[config.mk]
export PLATFORM = sky130hd
export DESIGN_NAME = gt_touch_i2c_responder
export DESIGN_NICKNAME = d
export VERILOG_FILES = /design/src/rtl/gt_touch_pkg.sv /design/src/rtl/i2c_line_filter.sv /design/src/rtl/gt_touch_i2c_responder.sv
export SDC_FILE = /design/constraint.sdc
export NUM_CORES = 1
export LEC_CHECK = 0
export ABC_AREA = 1
export CAP_MARGIN = 40
export CORE_ASPECT_RATIO = 1.4
export CORE_MARGIN = 8
export CORE_UTILIZATION = 45
export DETAILED_ROUTE_END_ITERATION = 12
export PLACE_DENSITY = 0.72
export SYNTH_ARGS = -nofsm -noshare
export SYNTH_HDL_FRONTEND = slang
export SYNTH_SLANG_ARGS = --single-unit
export TNS_END_PERCENT = 50
[constraint.sdc]
create_clock -name sys_clk -period 6.1 [get_ports sys_clk]
set_input_delay 1.525 -clock sys_clk [delete_from_list [all_inputs] [get_ports sys_clk]]
set_output_delay 1.525 -clock sys_clk [all_outputs]
set_load 0.005 [all_outputs]
[src/rtl/gt_touch_pkg.sv]
// Shared types and register-map constants for the GT-series touch I2C target.
package gt_touch_pkg;

    typedef enum logic [3:0] {
        ST_IDLE,
        ST_DEV,
        ST_DEV_ACK,
        ST_AH,
        ST_AH_ACK,
        ST_AL,
        ST_AL_ACK,
        ST_WR,
        ST_WR_ACK,
        ST_RD,
        ST_RD_ACK
    } state_e;

    localparam logic [15:0] REG_PID0   = 16'h8140;
    localparam logic [15:0] REG_STATUS = 16'h814E;
    localparam logic [15:0] REG_P1_XL  = 16'h8150;

    localparam int STATUS_READY = 7;

endpackage

[src/rtl/i2c_line_filter.sv]
// Conditions SCL and SDA together: 2-flop synchronizer, FILT_LEN-sample hold filter,
// then SCL edge and START/STOP detection on the filtered lines.
module i2c_line_filter #(
    parameter int FILT_LEN = 3
) (
    input  logic clk,
    input  logic rst,
    input  logic scl_i,
    input  logic sda_i,
    output logic sda_f,
    output logic scl_rise,
    output logic scl_fall,
    output logic start_det,
    output logic stop_det
);
    logic [1:0]          scl_sync_q, sda_sync_q;
    logic [FILT_LEN-1:0] scl_hist_q, sda_hist_q;
    logic                scl_f_q, scl_f_d, sda_f_q, sda_f_d;
    logic                scl_prev_q, sda_prev_q;

    // A filtered line only moves once FILT_LEN consecutive samples agree.
    always_comb begin
        scl_f_d = scl_f_q;
        sda_f_d = sda_f_q;
        if (&scl_hist_q)       scl_f_d = 1'b1;
        else if (~|scl_hist_q) scl_f_d = 1'b0;
        if (&sda_hist_q)       sda_f_d = 1'b1;
        else if (~|sda_hist_q) sda_f_d = 1'b0;
    end

    always_ff @(posedge clk or posedge rst) begin
        if (rst) begin
            scl_sync_q <= '1;
            sda_sync_q <= '1;
            scl_hist_q <= '1;
            sda_hist_q <= '1;
            scl_f_q    <= 1'b1;
            sda_f_q    <= 1'b1;
            scl_prev_q <= 1'b1;
            sda_prev_q <= 1'b1;
        end else begin
            scl_sync_q <= {scl_sync_q[0], scl_i};
            sda_sync_q <= {sda_sync_q[0], sda_i};
            scl_hist_q <= {scl_hist_q[FILT_LEN-2:0], scl_sync_q[1]};
            sda_hist_q <= {sda_hist_q[FILT_LEN-2:0], sda_sync_q[1]};
            scl_f_q    <= scl_f_d;
            sda_f_q    <= sda_f_d;
            scl_prev_q <= scl_f_q;
            sda_prev_q <= sda_f_q;
        end
    end

    assign sda_f     = sda_f_q;
    assign scl_rise  = scl_f_q & ~scl_prev_q;
    assign scl_fall  = ~scl_f_q & scl_prev_q;
    assign start_det = scl_f_q & scl_prev_q & sda_prev_q & ~sda_f_q;
    assign stop_det  = scl_f_q & scl_prev_q & ~sda_prev_q & sda_f_q;

endmodule

[src/rtl/gt_touch_i2c_responder.sv]
// I2C target emulating a GT-series touch controller (register map, point injection, INT).
// Define TP_INT_LEVEL_EN for a level INT held while status is ready; default is a pulsed INT.
module gt_touch_i2c_responder
    import gt_touch_pkg::*;
#(
    parameter logic [6:0]  DEV_ADDR  = 7'h14,
    parameter int          FILT_LEN  = 3,
    parameter logic [15:0] INT_PULSE = 16'd1000,
    parameter logic [31:0] PID_WORD  = 32'h37343139
) (
    input  logic        sys_clk,
    input  logic        sys_rst,
    input  logic        scl_i,
    input  logic        sda_i,
    output logic        sda_o,
    output logic        sda_t,
    output logic        int_o,
    input  logic        tp_valid,
    input  logic        tp_press,
    input  logic [15:0] tp_x,
    input  logic [15:0] tp_y,
    output logic        busy
);
    logic sda_f, scl_rise, scl_fall, start_det, stop_det;

    i2c_line_filter #(.FILT_LEN(FILT_LEN)) u_filt (
        .clk      (sys_clk),
        .rst      (sys_rst),
        .scl_i    (scl_i),
        .sda_i    (sda_i),
        .sda_f    (sda_f),
        .scl_rise (scl_rise),
        .scl_fall (scl_fall),
        .start_det(start_det),
        .stop_det (stop_det)
    );

    state_e      state_q, state_d;
    logic [2:0]  bit_cnt_q, bit_cnt_d;
    logic [7:0]  shreg_q, shreg_d;
    logic        ack_act_q, ack_act_d, mack_q, mack_d, rw_q, rw_d;
    logic        sda_t_q, sda_t_d, busy_q, busy_d;
    logic [15:0] ptr_q, ptr_d;
    logic [7:0]  status_q, status_d, snap_status_q, snap_status_d;
    logic [15:0] x_q, x_d, y_q, y_d, snap_x_q, snap_x_d, snap_y_q, snap_y_d;
    logic [7:0]  rd_cur, rd_nxt, wr_byte;
    logic        wr_en;

    function automatic logic [7:0] reg_rd(input logic [15:0] a, input logic [7:0] st,
                                          input logic [15:0] x, input logic [15:0] y);
        logic [7:0] b;
        case (a)
            REG_PID0:            b = PID_WORD[7:0];
            REG_PID0 + 16'd1:    b = PID_WORD[15:8];
            REG_PID0 + 16'd2:    b = PID_WORD[23:16];
            REG_PID0 + 16'd3:    b = PID_WORD[31:24];
            REG_STATUS:          b = st;
            REG_P1_XL:           b = x[7:0];
            REG_P1_XL + 16'd1:   b = x[15:8];
            REG_P1_XL + 16'd2:   b = y[7:0];
            REG_P1_XL + 16'd3:   b = y[15:8];
            default:             b = 8'h00;
        endcase
        return b;
    endfunction

    // Reads come from the snapshot taken at the address ACK so a burst stays coherent.
    assign rd_cur  = reg_rd(ptr_q, snap_status_q, snap_x_q, snap_y_q);
    assign rd_nxt  = reg_rd(ptr_q + 16'd1, snap_status_q, snap_x_q, snap_y_q);
    assign wr_byte = {shreg_q[6:0], sda_f};

    always_comb begin
        state_d       = state_q;
        bit_cnt_d     = bit_cnt_q;
        shreg_d       = shreg_q;
        ack_act_d     = ack_act_q;
        mack_d        = mack_q;
        rw_d          = rw_q;
        ptr_d         = ptr_q;
        sda_t_d       = sda_t_q;
        busy_d        = busy_q;
        snap_status_d = snap_status_q;
        snap_x_d      = snap_x_q;
        snap_y_d      = snap_y_q;
        wr_en         = 1'b0;
        if (stop_det) begin
            state_d   = ST_IDLE;
            sda_t_d   = 1'b0;
            busy_d    = 1'b0;
            ack_act_d = 1'b0;
        end else if (start_det) begin
            state_d   = ST_DEV;
            bit_cnt_d = 3'd0;
            sda_t_d   = 1'b0;
            ack_act_d = 1'b0;
        end else begin
            case (state_q)
                ST_DEV, ST_AH, ST_AL, ST_WR: begin
                    if (scl_rise) begin
                        shreg_d   = wr_byte;
                        bit_cnt_d = bit_cnt_q + 3'd1;
                        ack_act_d = 1'b0;
                        if (bit_cnt_q == 3'd7) begin
                            case (state_q)
                                ST_DEV: begin
                                    if (wr_byte[7:1] == DEV_ADDR) begin
                                        state_d       = ST_DEV_ACK;
                                        rw_d          = wr_byte[0];
                                        busy_d        = 1'b1;
                                        snap_status_d = status_q;
                                        snap_x_d      = x_q;
                                        snap_y_d      = y_q;
                                    end else begin
                                        state_d = ST_IDLE;
                                        busy_d  = 1'b0;
                                    end
                                end
                                ST_AH: begin
                                    ptr_d[15:8] = wr_byte;
                                    state_d     = ST_AH_ACK;
                                end
                                ST_AL: begin
                                    ptr_d[7:0] = wr_byte;
                                    state_d    = ST_AL_ACK;
                                end
                                default: begin
                                    wr_en   = 1'b1;
                                    ptr_d   = ptr_q + 16'd1;
                                    state_d = ST_WR_ACK;
                                end
                            endcase
                        end
                    end
                end
                ST_DEV_ACK, ST_AH_ACK, ST_AL_ACK, ST_WR_ACK: begin
                    // First SCL fall drives the ACK, the second one ends the ACK bit.
                    if (scl_fall) begin
                        if (!ack_act_q) begin
                            sda_t_d   = 1'b1;
                            ack_act_d = 1'b1;
                        end else begin
                            sda_t_d   = 1'b0;
                            ack_act_d = 1'b0;
                            bit_cnt_d = 3'd0;
                            case (state_q)
                                ST_DEV_ACK: begin
                                    if (rw_q) begin
                                        state_d = ST_RD;
                                        shreg_d = rd_cur;
                                        sda_t_d = ~rd_cur[7];
                                    end else begin
                                        state_d = ST_AH;
                                    end
                                end
                                ST_AH_ACK: state_d = ST_AL;
                                default:   state_d = ST_WR;
                            endcase
                        end
                    end
                end
                ST_RD: begin
                    if (scl_rise) begin
                        bit_cnt_d = bit_cnt_q + 3'd1;
                        if (bit_cnt_q == 3'd7) begin
                            state_d   = ST_RD_ACK;
                            ack_act_d = 1'b0;
                        end
                    end else if (scl_fall) begin
                        shreg_d = shreg_q << 1;
                        sda_t_d = ~shreg_q[6];
                    end
                end
                ST_RD_ACK: begin
                    if (scl_rise && ack_act_q) begin
                        mack_d = ~sda_f;
                    end else if (scl_fall) begin
                        if (!ack_act_q) begin
                            sda_t_d   = 1'b0;
                            ack_act_d = 1'b1;
                        end else begin
                            ack_act_d = 1'b0;
                            bit_cnt_d = 3'd0;
                            if (mack_q) begin
                                ptr_d   = ptr_q + 16'd1;
                                shreg_d = rd_nxt;
                                sda_t_d = ~rd_nxt[7];
                                state_d = ST_RD;
                            end else begin
                                state_d = ST_IDLE;
                            end
                        end
                    end
                end
                default: ;
            endcase
        end

        // A touch sample in the same cycle as a status-clearing write keeps the status set.
        status_d = status_q;
        x_d      = x_q;
        y_d      = y_q;
        if (tp_valid) begin
            status_d               = 8'h00;
            status_d[STATUS_READY] = 1'b1;
            status_d[0]            = tp_press;
            x_d                    = tp_press ? tp_x : 16'h0000;
            y_d                    = tp_press ? tp_y : 16'h0000;
        end else if (wr_en && (ptr_q == REG_STATUS)) begin
            status_d = 8'h00;
        end
    end

    always_ff @(posedge sys_clk or posedge sys_rst) begin
        if (sys_rst) begin
            state_q       <= ST_IDLE;
            bit_cnt_q     <= 3'd0;
            shreg_q       <= 8'h00;
            ack_act_q     <= 1'b0;
            mack_q        <= 1'b0;
            rw_q          <= 1'b0;
            ptr_q         <= 16'h0000;
            sda_t_q       <= 1'b0;
            busy_q        <= 1'b0;
            status_q      <= 8'h00;
            x_q           <= 16'h0000;
            y_q           <= 16'h0000;
            snap_status_q <= 8'h00;
            snap_x_q      <= 16'h0000;
            snap_y_q      <= 16'h0000;
        end else begin
            state_q       <= state_d;
            bit_cnt_q     <= bit_cnt_d;
            shreg_q       <= shreg_d;
            ack_act_q     <= ack_act_d;
            mack_q        <= mack_d;
            rw_q          <= rw_d;
            ptr_q         <= ptr_d;
            sda_t_q       <= sda_t_d;
            busy_q        <= busy_d;
            status_q      <= status_d;
            x_q           <= x_d;
            y_q           <= y_d;
            snap_status_q <= snap_status_d;
            snap_x_q      <= snap_x_d;
            snap_y_q      <= snap_y_d;
        end
    end

`ifdef TP_INT_LEVEL_EN
    assign int_o = ~status_q[STATUS_READY];
`else
    logic [15:0] int_cnt_q, int_cnt_d;

    always_comb begin
        int_cnt_d = int_cnt_q;
        if (tp_valid)                int_cnt_d = INT_PULSE;
        else if (int_cnt_q != 16'd0) int_cnt_d = int_cnt_q - 16'd1;
    end

    always_ff @(posedge sys_clk or posedge sys_rst) begin
        if (sys_rst) int_cnt_q <= 16'd0;
        else         int_cnt_q <= int_cnt_d;
    end

    assign int_o = (int_cnt_q == 16'd0);
`endif

    assign sda_o = 1'b0;
    assign sda_t = sda_t_q;
    assign busy  = busy_q;

endmodule

==> results_dict.tcl, run 1 <==
set metrics [dict create \
    status "finished, final reports clean" \
    synth.distinct_cells 49 \
    grt_pass1_vias 6813 \
    vias_per_cell 5.40 \
    tns_ps 0 \
    die_y_um 171 \
    routed_wl_um 19300 \
    max_freq_mhz 266 \
    min_path_type "reg -> reg" \
    start_util_pct 45.8 \
    insertedDiodeCount 0 \
    dieWidth_um 126 \
    drc_errors 0 \
    crit_path_start_kind "flip-flop" \
    tightestPinTransition_ps 589 \
    postCtsHoldBufs 0 \
    fin_util_pct 53.0 \
    finalMaxSlewViolations 0 \
    gp_congestion 0.914 \
    grt_overflow 0 \
    drt_pass1_iterations 7 \
    crit_path_end_kind "output pin" \
    p_sw_mw 1.21 \
    cp.required_ps 4580 \
    fin_crit_sh_pct 61.5 \
    grt_pass1_wl_um 32800 \
    via_count 6895 \
    pwr-share-comb_pct 32.2 \
    place_hpwl_um 14500 \
    rsz0062_at_grt "false" \
    clock_latency_ps 420 \
    finalSetupViolations 0 \
    hold_viol 0 \
    cts_root_buf "clkbuf_16" \
    coreArea_um2 16700 \
    fillers 1581 \
    synth_edf_count 0 \
    cts_buffer_depth 2 \
    peakVddDrop_mv 0.157 \
    synth_seq_area_share_pct 43.6 \
    post_drt_wl_per_cell_um 15.1 \
    synth_seq_cells 133 \
    leakage_nw 4.10 \
    synthToLayoutAreaGrowth_pct 15.6 \
    top_level_ports 42 \
    synth_nets 1072 \
    cts_htree_levels 4 \
    p_sw_share_pct 38.6 \
    crit_arrival_ps 2230 \
    grt_max_degree 66 \
    cts_buffers 17 \
    avgSynthCellArea_um2 7.48 \
    p_seq_share_pct 35.5 \
    min_path_cells 0 \
    ant_nets 0 \
    clock-sinks 133 \
    antenna_found_initial 0 \
    maxCapViolCount 0 \
    crit_type "reg -> out" \
    r2r_cells 15 \
    dp_slack_ps 2770 \
    slew_headroom_pct 60.6 \
    power.internal_mw 1.92 \
    final.min_clock_period_ps 3750 \
    postSynthCellCount 1026 \
    grtUsageTotal_pct 18.8 \
    die_area_um2 21500 \
    cts_tree "built" \
    io_buffers 40 \
    cts-resized-gates 0 \
    cts_setup_buffers 0 \
    path_max_fanout 4 \
    synth_warnings 0 \
    rows 56 \
    worst_slack_ps 2350 \
    async_reset_ff_share_pct 100 \
    fin_skew_ps 9.49 \
    clkPwrFrac_pct 32.3 \
    drive_gt1_share_pct 10.2 \
    ys.flop_type "dfrtp_1" \
    power_density_nw_per_um2 353 \
    drt_iter0_drc 414 \
    synth_area_um2 7670 \
    cts.clk_slew.worst_paths_ps 60 \
    fin_nets 1106 \
]
-- sequential cells by signal (all words and copies together) (netlist names) --
name	cells
u_filt.sda_hist_q	3
bit_cnt_q	3
u_filt.scl_sync_q	2
ack_act_q	1
u_filt.scl_prev_q	1
shreg_q	7
u_filt.sda_f	1
u_filt.sda_sync_q	2
status_q	2
x_q	16
u_filt.sda_prev_q	1
snap_x_q	16
ptr_q	16
u_filt.scl_f_q	1
snap_status_q	2
mack_q	1
busy	1
snap_y_q	16
y_q	16
rw_q	1
u_filt.scl_hist_q	3
sda_t	1
state_q	4
int_cnt_q	16
-- final timing paths --
path                       slack [ps]                    to                 start
setup / recovery                 2350                 int_o          int_cnt_q[0]
hold / removal                    350  u_filt.sda_hist_q[0]  u_filt.sda_sync_q[1]
setup reg to reg                 3440            shreg_q[5]              ptr_q[1]
hold reg to reg                   350  u_filt.sda_hist_q[0]  u_filt.sda_sync_q[1]
max in group asynchronous        3880     u_filt.scl_prev_q               sys_rst
min in group asynchronous        1500             ptr_q[15]               sys_rst
-- power by group through the flow --
stage | clock network, mW | registers, mW | logic [mW]
3_3_place_gp | 0 | 1.12 | 0.958
6_report | 1.01 | 1.11 | 1.01
5_1_grt | 1.06 | 1.12 | 1.13
3_5_place_dp | 0 | 1.12 | 0.993
4_1_cts | 1.03 | 1.11 | 1.00
2_1_floorplan | 0 | 1.08 | 0.781
-- per-stage QoR --
step,cell area [µm²],std cells,hold WS (ps),total power [mW]
floorplan,7670,1026,345,1.86
global placement,8170,1238,346,2.08
detailed placement,8280,1244,349,2.11
CTS,8870,1276,355,3.14
global route,8870,1276,358,3.32
finish,8870,1276,354,3.13
-- placed cells by master, fill, tap and decap left out, types with 2 or more instances in the layout --
cell type	instances
nor4_1	7
dfstp_2	14
inv_2	10
nor2_1	94
buf_4	3
nand2_4	3
o22ai_1	7
nand3_2	6
a21oi_1	24
clkinv_1	2
nand4_1	31
inv_1	134
clkbuf_16	20
nand2_1	223
nor2_4	9
a211oi_1	2
a31oi_1	2
clkinv_2	3
nor3_1	20
o21ai_0	116
clkinv_4	2
nand3_1	99
xor2_1	2
clkbuf_1	2
inv_6	3
ha_1	8
nand2_2	11
dfrtp_1	119
buf_12	2
o21ai_1	9
nor3_4	4
nand3b_1	3
o31ai_1	3
nor2_2	6
clkinvlp_4	2
clkdlybuf4s50_1	39
buf_16	2
o211ai_1	9
-- logic make-up after synthesis --
group / count (synthesis) / synth area share (%)
AND/OR/NAND/NOR: 523 / 32.5
AO/OA/AOI/OAI: 179 / 12.8
buffers and inverters: 179 / 9.36
flip-flops: 133 / 43.6
adder cells (fa/ha/maj): 8 / 1.30
XOR/XNOR: 3 / 0.342
other: 1 / 0.0489
-- routing by layer --
| layer | vias to the layer above | track usage (%) | wire, µm |
|---|---|---|---|
| met5 | - | 0 | 0 |
| met4 | 0 | 9.61 | 658 |
| met3 | 40 | 2.96 | 711 |
| met2 | 208 | 32.9 | 9910 |
| met1 | 3214 | 21.7 | 7980 |
| li1 | 3433 | - | - |
-- critical path, stage by stage, from the launching register on --
cell and delay (ps):
dfrtp_1 380, inv_1 90, ha_1 180, inv_1 50
nor3_1 310, nand3_1 160, nor2_1 130, clkdlybuf4s50_1 510
-- Yosys cell counts, types with 2 or more instances --
master / n / area [µm²]
nand3b_1: 3 / 22.5
o22ai_1: 7 / 43.8
xor2_1: 2 / 17.5
nor3_1: 20 / 100
clkbuf_1: 22 / 82.6
o211ai_1: 9 / 67.6
clkinv_1: 2 / 7.51
nand3_1: 99 / 495
buf_6: 3 / 33.8
nand4_1: 31 / 194
nand2_1: 224 / 841
inv_1: 135 / 507
o31ai_1: 3 / 22.5
nor2_2: 6 / 37.5
nor2_4: 9 / 101
a211oi_1: 2 / 15.0
a31oi_1: 2 / 12.5
ha_1: 8 / 100
dfstp_2: 14 / 368
nand3_2: 6 / 60.1
nor4_1: 7 / 43.8
o21ai_0: 116 / 581
nand2_2: 10 / 62.6
nor2_1: 94 / 353
dfrtp_1: 119 / 2980
nand2_4: 3 / 33.8
a21oi_1: 24 / 120
o21ai_1: 9 / 45.0
buf_4: 2 / 15.0
inv_2: 10 / 37.5
buf_2: 4 / 20.0
nor3_4: 4 / 65.1
-- cell type report --
cell class / instances / area (µm²) / area share [%]
inverter: 147 / 557 / 6.28
clock buffer: 23 / 522 / 5.88
clock inverter: 9 / 65.1 / 0.734
sequential: 133 / 3350 / 37.7
timing repair buffer: 47 / 513 / 5.78
multi-input combinational: 714 / 3610 / 40.7
tap: 203 / 254 / 2.86
(Power assumes the default switching activity.)
==> run 2, diff against run 1 <==
==> constraint.sdc (replaced) <==
create_clock -name sys_clk -period 3.5 [get_ports sys_clk]
set_input_delay 0.875 -clock sys_clk [delete_from_list [all_inputs] [get_ports sys_clk]]
set_output_delay 0.875 -clock sys_clk [all_outputs]
set_load 0.005 [all_outputs]
==> results_dict.tcl, run 2 (synthesis gave the netlist of run 1 again) <==
set metrics [dict create \
    rsz0062_at_grt "false" \
    cp-endpoint "int_o" \
    io_buffers 40 \
    cp-startpoint "int_cnt_q[0]" \
    coreArea_um2 16700 \
    slowest_delay_ps 510 \
    tns_ps 0 \
    gp_congestion 0.917 \
    grt_pass1_wl_um 32900 \
    r2r_slack_ps 910 \
    vias_per_cell 5.44 \
    max_freq_mhz 324 \
    cp.required_ps 2620 \
    top_level_ports 42 \
    clock_latency_ps 420 \
    start_util_pct 45.8 \
    final_common_cell "nand2_1" \
    r2r-end "shreg_q[4]" \
    synthToLayoutAreaGrowth_pct 15.9 \
    crit_path_end_kind "output pin" \
    tightestPinTransition_ps 753 \
    drive_gt1_share_pct 10.1 \
    grt_pass1_vias 7004 \
    cts_setup_buffers 0 \
    routed_wl_um 19400 \
    most-common-layout-cells "nand2_1, inv_1, dfrtp_1, o21ai_0, nand3_1" \
    via_count 6953 \
    min_path_cells 0 \
    drc_errors 0 \
    grtUsageTotal_pct 18.8 \
    maxCapViolCount 0 \
    grt_overflow 0 \
    leakage_nw 4.10 \
    finalSetupViolations 0 \
    peakVddDrop_mv 0.266 \
    final.min_clock_period_ps 3080 \
    cts_tree "built" \
    slowest_stage "clkdlybuf4s50_1" \
    crit_arrival_ps 2210 \
    total_power_mw 5.59 \
    post-place-cells 1246 \
    drt_pass1_iterations 5 \
    fin_nets 1108 \
    r2r-start "ptr_q[1]" \
    cts-resized-gates 0 \
    crit_type "reg -> out" \
    place_hpwl_um 14300 \
    path_cells "inv_1 -> ha_1 -> inv_1 -> nor3_1 -> nand3_1 -> nor2_1 -> clkdlybuf4s50_1" \
    cts.clk_slew.worst_paths_ps 60 \
    dieWidth_um 126 \
    status "finished, final reports clean" \
    slew_headroom_pct 49.6 \
    path_max_fanout 4 \
    min_path_type "reg -> reg" \
    cts_root_buf "clkbuf_16" \
    insertedDiodeCount 0 \
    fin_util_pct 53.1 \
    hold_viol 0 \
    power_density_nw_per_um2 628 \
    post_drt_wl_per_cell_um 15.2 \
    clock-sinks 133 \
    antenna_found_initial 0 \
    die_y_um 171 \
    die_area_um2 21500 \
    cts_buffer_depth 2 \
    rows 56 \
    finalMaxSlewViolations 0 \
    cts_buffers 17 \
    whs_ps 354 \
    ant_nets 0 \
    grt_max_degree 71 \
    cts_htree_levels 4 \
    fin_crit_sh_pct 88.1 \
    fin_skew_ps 10.1 \
    fin_cells 1278 \
    r2r_cells 15 \
    crit_top_cell "inv_1" \
    postCtsHoldBufs 0 \
    drt_iter0_drc 494 \
    crit_path_start_kind "flip-flop" \
]
## run 2: cell types whose count changed in the layout (fill, tap and decap cells not counted), sizes merged
cell / delta
buf: +2
bufinv: +4
clkbuf: -1
clkinvlp: +1
clkinv: -4
## run 2: worst min-delay path by stage
stage                              start                    to  slack, ps
global route        u_filt.sda_sync_q[0]  u_filt.sda_sync_q[1]        360
floorplan           u_filt.scl_sync_q[1]  u_filt.scl_hist_q[0]        350
global placement    u_filt.sda_sync_q[1]  u_filt.sda_hist_q[0]        350
finish              u_filt.scl_sync_q[0]  u_filt.scl_sync_q[1]        350
CTS                 u_filt.scl_sync_q[0]  u_filt.scl_sync_q[1]        360
detailed placement  u_filt.scl_sync_q[0]  u_filt.scl_sync_q[1]        350
## run 2: metal layers
| layer | routed length (µm) | share of wire [%] | track usage [%] |
|---|---|---|---|
| met5 | 0 | 0 | 0 |
| met4 | 901 | 4.6 | 11.5 |
| met3 | 769 | 4.0 | 3.49 |
| met2 | 9840 | 51 | 33.3 |
| met1 | 7880 | 41 | 20.5 |
## run 2: report_power, final
part / internal, mW / switching (mW)
clock: 1.22 / 0.690
combinational: 0.554 / 1.19
sequential: 1.74 / 0.198
## run 2: critical path: cells and delay by family (launching register included)
family / cells / cell delay, ps
adder cells (fa/ha/maj): 1 / 180
buffers and inverters: 3 / 650
flip-flops: 1 / 390
AND/OR/NAND/NOR: 3 / 560
## run 2: through the flow
step | setup WS, ps | area (µm²)
floorplan | 985 | 7680
global placement | 915 | 8250
detailed placement | 872 | 8270
CTS | 414 | 8890
global route | 138 | 8890
finish | 417 | 8890
## run 2: layout make-up
cell class,count,area (µm²)
Inverter,147,556
Tap cell,203,254
Sequential cell,133,3350
Clock inverter,10,170
Fill cell,1580,7850
Timing Repair Buffer,49,500
Clock buffer,22,454
Multi-Input combinational cell,714,3610
